[src/rtl/router_pkg.sv]
// Shared definitions for the 1x3 router control path: state encoding,
// address/FIFO sizing and the destination one-hot decode.
package router_pkg;

    localparam int ADDR_W    = 2;
    localparam int NUM_FIFOS = 3;

    localparam logic [ADDR_W-1:0] ADDR_INVALID = 2'b11;

    // Binary-encoded controller states; values are kept stable for legacy tools.
    typedef enum logic [2:0] {
        DECODE_ADDRESS     = 3'd0,
        LOAD_FIRST_DATA    = 3'd1,
        LOAD_DATA          = 3'd2,
        FIFO_FULL_STATE    = 3'd3,
        LOAD_AFTER_FULL    = 3'd4,
        LOAD_PARITY        = 3'd5,
        CHECK_PARITY_ERROR = 3'd6,
        WAIT_TILL_EMPTY    = 3'd7
    } router_state_t;

    // Destination address to one-hot FIFO select; the invalid address maps to none.
    function automatic logic [NUM_FIFOS-1:0] addr_onehot(input logic [ADDR_W-1:0] addr);
        logic [NUM_FIFOS-1:0] sel;
        sel = '0;
        case (addr)
            2'd0:    sel = 3'b001;
            2'd1:    sel = 3'b010;
            2'd2:    sel = 3'b100;
            default: sel = '0;
        endcase
        return sel;
    endfunction

endpackage

[src/rtl/router_fsm.sv]
// Packet-control FSM of the 1x3 router. Decodes and latches the destination
// from the header byte, sequences header/payload/parity loading, stalls on a
// full or busy destination and aborts on a soft reset of the selected FIFO.
module router_fsm
    import router_pkg::*;
(
    input  logic                 clock,
    input  logic                 resetn,
    input  logic                 pkt_valid,
    input  logic [ADDR_W-1:0]    data_in,
    input  logic                 parity_done,
    input  logic                 low_pkt_valid,
    input  logic                 fifo_full,
    input  logic                 fifo_empty_0,
    input  logic                 fifo_empty_1,
    input  logic                 fifo_empty_2,
    input  logic                 soft_reset_0,
    input  logic                 soft_reset_1,
    input  logic                 soft_reset_2,
    output logic                 busy,
    output logic                 detect_add,
    output logic                 lfd_state,
    output logic                 ld_state,
    output logic                 laf_state,
    output logic                 full_state,
    output logic                 write_enb_reg,
    output logic                 rst_int_reg,
    output logic [NUM_FIFOS-1:0] fifo_sel
);

    router_state_t        state;
    router_state_t        state_next;
    logic [NUM_FIFOS-1:0] sel_next;
    logic [NUM_FIFOS-1:0] fifo_empty;
    logic [NUM_FIFOS-1:0] soft_reset;
    logic [NUM_FIFOS-1:0] addr_sel;
    logic                 soft_hit;

    assign fifo_empty = {fifo_empty_2, fifo_empty_1, fifo_empty_0};
    assign soft_reset = {soft_reset_2, soft_reset_1, soft_reset_0};
    assign addr_sel   = addr_onehot(data_in);

    // Only a soft reset aimed at the FIFO this packet is going to aborts it.
    assign soft_hit = |(soft_reset & fifo_sel);

    // Next-state and destination-latch logic; soft reset overrides everything.
    always_comb begin
        state_next = state;
        sel_next   = fifo_sel;
        case (state)
            DECODE_ADDRESS: begin
                if (pkt_valid && (data_in != ADDR_INVALID)) begin
                    sel_next = addr_sel;
                    if (|(fifo_empty & addr_sel))
                        state_next = LOAD_FIRST_DATA;
                    else
                        state_next = WAIT_TILL_EMPTY;
                end
            end
            WAIT_TILL_EMPTY: begin
                if (|(fifo_empty & fifo_sel))
                    state_next = LOAD_FIRST_DATA;
            end
            LOAD_FIRST_DATA: begin
                state_next = LOAD_DATA;
            end
            LOAD_DATA: begin
                // A full FIFO must be handled before the parity byte is accepted.
                if (fifo_full)
                    state_next = FIFO_FULL_STATE;
                else if (!pkt_valid)
                    state_next = LOAD_PARITY;
            end
            FIFO_FULL_STATE: begin
                if (!fifo_full)
                    state_next = LOAD_AFTER_FULL;
            end
            LOAD_AFTER_FULL: begin
                if (parity_done)
                    state_next = DECODE_ADDRESS;
                else if (low_pkt_valid)
                    state_next = LOAD_PARITY;
                else
                    state_next = LOAD_DATA;
            end
            LOAD_PARITY: begin
                state_next = CHECK_PARITY_ERROR;
            end
            CHECK_PARITY_ERROR: begin
                if (fifo_full)
                    state_next = FIFO_FULL_STATE;
                else
                    state_next = DECODE_ADDRESS;
            end
            default: begin
                state_next = DECODE_ADDRESS;
            end
        endcase

        if (soft_hit) begin
            state_next = DECODE_ADDRESS;
            sel_next   = '0;
        end
    end

    // State and destination registers with synchronous active-low reset.
    always_ff @(posedge clock) begin
        if (!resetn) begin
            state    <= DECODE_ADDRESS;
            fifo_sel <= '0;
        end else begin
            state    <= state_next;
            fifo_sel <= sel_next;
        end
    end

    // Moore output decode from the registered state.
    always_comb begin
        detect_add    = (state == DECODE_ADDRESS);
        lfd_state     = (state == LOAD_FIRST_DATA);
        ld_state      = (state == LOAD_DATA);
        laf_state     = (state == LOAD_AFTER_FULL);
        full_state    = (state == FIFO_FULL_STATE);
        rst_int_reg   = (state == CHECK_PARITY_ERROR);
        write_enb_reg = (state == LOAD_DATA) || (state == LOAD_AFTER_FULL) ||
                        (state == LOAD_PARITY);
        busy          = !((state == DECODE_ADDRESS) || (state == LOAD_DATA));
    end

endmodule
[config.mk]
export PLATFORM = sky130hd
export DESIGN_NAME = router_fsm
export DESIGN_NICKNAME = d
export VERILOG_FILES = /design/src/rtl/router_pkg.sv /design/src/rtl/router_fsm.sv
export SDC_FILE = /design/constraint.sdc
export NUM_CORES = 1
export LEC_CHECK = 0
export BUFFER_PORTS_ARGS = -buffer_cell sky130_fd_sc_hd__buf_2
export CAP_MARGIN = 20
export CORE_MARGIN = 1.5
export CORE_UTILIZATION = 34
export CTS_BUF_LIST = sky130_fd_sc_hd__clkbuf_8 sky130_fd_sc_hd__clkbuf_16
export DETAILED_ROUTE_END_ITERATION = 16
export PLACE_DENSITY = 0.65
export SETUP_SLACK_MARGIN = 0.15
export SLEW_MARGIN = 20
export SYNTH_ARGS = -nofsm -noshare
export SYNTH_HDL_FRONTEND = slang
export SYNTH_SLANG_ARGS = --single-unit
[constraint.sdc]
create_clock -name clock -period 1.8 [get_ports clock]
set_input_delay 0.18 -clock clock [delete_from_list [all_inputs] [get_ports clock]]
set_output_delay 0.18 -clock clock [all_outputs]
set_load 0.05 [all_outputs]
==> flow_metrics.env <==
export IMPL_outcome="complete, no violations"
export IMPL_holdPathStages=3
export IMPL_crit_arrival_ns=1.39
export IMPL_syn_nets=77
export IMPL_fin_area_um2=661
export IMPL_ys_flop_type="dfxtp_1"
export IMPL_synth_xor_area_share_pct=0
export IMPL_fin_cells=102
export IMPL_drcViolationCount=0
export IMPL_area_delta_synth_final_pct=39.3
export IMPL_worst_slack_ns=0.234
export IMPL_crit_required_ns=1.62
export IMPL_ys_top_cells_by_area="dfxtp_1 (25%), nand2_1 (6.3%), nor2_1 (4.7%), o221a_1 (4.7%), nor3_1 (4.2%)"
export IMPL_ir_drop_mv=1.35
export IMPL_synth_most_common_cell="nand2_1"
export IMPL_num_vias=574
export IMPL_path_clk_slew_ns=0.04
export IMPL_hold_viol=0
export IMPL_synthAdderAreaFrac_pct=0
export IMPL_syn_inst=63
export IMPL_drtIter0Drc=17
export IMPL_yosys_area_share_simple_pct=41.4
export IMPL_min_to="fifo_sel[0]"
export IMPL_crit_type="reg -> out"
export IMPL_netlist_top_cells_count="nand2_1 (8), dfxtp_1 (6), nor2_1 (6)"
export IMPL_crit_fanout=14
export IMPL_p_per_area_nw_per_um2=2160
export IMPL_cts_sinks=6
export IMPL_vias_per_cell=5.63
export IMPL_ys_warn_count=0
export IMPL_groute_usage_overall_pct=18.0
export IMPL_place_congestion=0.699
export IMPL_synth_area_um2=474
export IMPL_place_inst=99
export IMPL_grt_max_degree=15
export IMPL_crit_chain="nand2b_1, nor2_1, clkbuf_4"
export IMPL_overflow=0
export IMPL_port_buffers=24
export IMPL_die_w_um=40.3
export IMPL_synth_area_leader_cell="dfxtp_1"
export IMPL_hold_class="in -> reg"
export IMPL_drv_cap=0
export IMPL_avgRoutedWirePerCell_um=12.2
export IMPL_dp_slack_ns=0.317
export IMPL_io_pins=25
export IMPL_ant_nets=0
export IMPL_period_share_pct=87.0
export IMPL_fill_cells=139
export IMPL_ys_types=31
export IMPL_drive_gt1_share_pct=41.4
export IMPL_regToRegEndpoint="state[0]"
export IMPL_worst_slew_pin_slew_ns=0.462
export IMPL_holdWs_ns=0.306
export IMPL_die_area_um2=1630
export IMPL_startpoint_type="flip-flop"
export IMPL_initial_utilization_pct=36.4
export IMPL_row_count=13
export IMPL_slowest_stage="dfxtp_1"
export IMPL_drt_wl_total_mm=1.24
export IMPL_seq_area_frac_synth_pct=25.3
export IMPL_dpl_hpwl_um=914
export IMPL_seq_area_um2=123
export IMPL_r2r_slack_ns=0.37
export IMPL_cts_htree_levels=1
export IMPL_netlist_area_leader_share_pct=25.3
export IMPL_min_period_ns=1.57
export IMPL_rsz0062_at_grt="false"
export IMPL_leakage_nw=0.305
export IMPL_hold_buffers=0
export IMPL_setup_viol=0
export IMPL_synth_top_family_by_area="simple AND/OR/NAND/NOR gates"
export IMPL_antenna_found_initial=0
export IMPL_coreArea_um2=1300
export IMPL_antenna_diode_count=0
export IMPL_first_global_vias=481
export IMPL_fmax_ghz=0.638
export IMPL_timing_rr_start="state[0]"
export IMPL_worstSkewPairLatency_ns=0.22
export IMPL_grt_pass1_wl_mm=1.88
export IMPL_ys_ff_latch=6
export IMPL_synth_compound_area_share_pct=26.4
export IMPL_layout_nets=103
export IMPL_die_y_um=40.3
export IMPL_skew_ns=0.00357
export IMPL_placedInstanceArea_um2=614
export IMPL_post_cts_setup_buffers=0
export IMPL_reg2regPathDepth=4
export IMPL_fin_util_pct=50.8
export IMPL_p_total_mw=1.43
export IMPL_worstSetupEndpointType="output pin"
export IMPL_cp_slowest_stage_delay_ns=0.44
export IMPL_first_pass_iters=4
export IMPL_report_final_slew_viol_count=0
export IMPL_cts_tree="built"
export IMPL_cts_buffers=3
export IMPL_fin_tns_setup_ns=0
export IMPL_multi_input_area_um2=348
export IMPL_relSlewSlack_pct=69.1
export IMPL_hold_start="resetn"
export IMPL_synthMuxAreaShare_pct=2.11
export IMPL_avgSynthCellArea_um2=7.53
export IMPL_clk_path_buf_depth=2
export IMPL_synth_edff_count=0
export IMPL_async_flop_share_pct=0
export IMPL_cts_root_buf="clkbuf_8"
-- final cells by class --
cell class	count	share of cell area (%)
repair buffers	24	18.6
inverters	2	1.14
clock buffers	3	6.25
multi-input cells	52	52.7
well taps	15	2.84
flip-flops and latches	6	18.6
-- state kept, by name, indices dropped and copies added, names as in the netlist --
| signal | flops |
|---|---|
| fifo_sel | 3 |
| state | 3 |
-- layout by cell type (no fill, tap or decap), types with 2 or more instances in the layout --
master | Yosys | routed
dfxtp_2 | 0 | 2
clkbuf_8 | 0 | 3
nand2b_1 | 3 | 3
nand2_1 | 8 | 8
o221a_1 | 2 | 2
o31ai_1 | 2 | 2
nor3_1 | 4 | 3
a31oi_1 | 2 | 2
nor2b_1 | 2 | 2
and3_1 | 2 | 2
and4_1 | 2 | 2
nor2_1 | 6 | 6
o21ai_1 | 3 | 3
buf_2 | 3 | 23
dfxtp_1 | 6 | 4
-- layer usage --
layer,global-route usage [%],share of wire (%)
met4,15.0,3.9
met1,20.3,45
met2,29.0,43
met3,3.33,8.4
met5,0,0
-- worst max-delay path: cells and delay by family, from the launching register on --
kind | cells | cell delay [ns]
simple gates | 2 | 0.45
buf+inv | 1 | 0.27
flops | 1 | 0.44
-- worst max-delay path by stage --
| stage | from | end | depth (start not counted) |
|---|---|---|---|
| 2_1_floorplan | state[0] | state[0] | 3 |
| 3_3_place_gp | state[1] | ld_state | 3 |
| 3_5_place_dp | state[1] | ld_state | 3 |
| 4_1_cts | state[2] | laf_state | 3 |
| 5_1_grt | state[0] | ld_state | 3 |
| 6_report | state[0] | ld_state | 3 |
-- report_power, final --
part	internal [mW]	switching [mW]	total (mW)	leakage, nW
sequential	0.186	0.142	0.328	0.0500
combinational	0.288	0.613	0.901	0.233
clock	0.143	0.0559	0.199	0.0216
total	0.617	0.811	1.43	0.305
-- cells by family (layout without fill, tap and decap cells) --
logic type             count (synthesis)  count (layout)
AO/OA/AOI/OAI                         16              16
buffers and inverters                  5              29
flip-flops                             6               6
multiplexers                           1               1
AND/OR/NAND/NOR                       35              35
-- repair_timing --
item	in CTS	in global routing
endpoints found under the hold margin	0	0
pin swaps	0	0
setup endpoints to repair	2	2
gates resized for setup	1	2
Power figures use the tool's default switching activity.
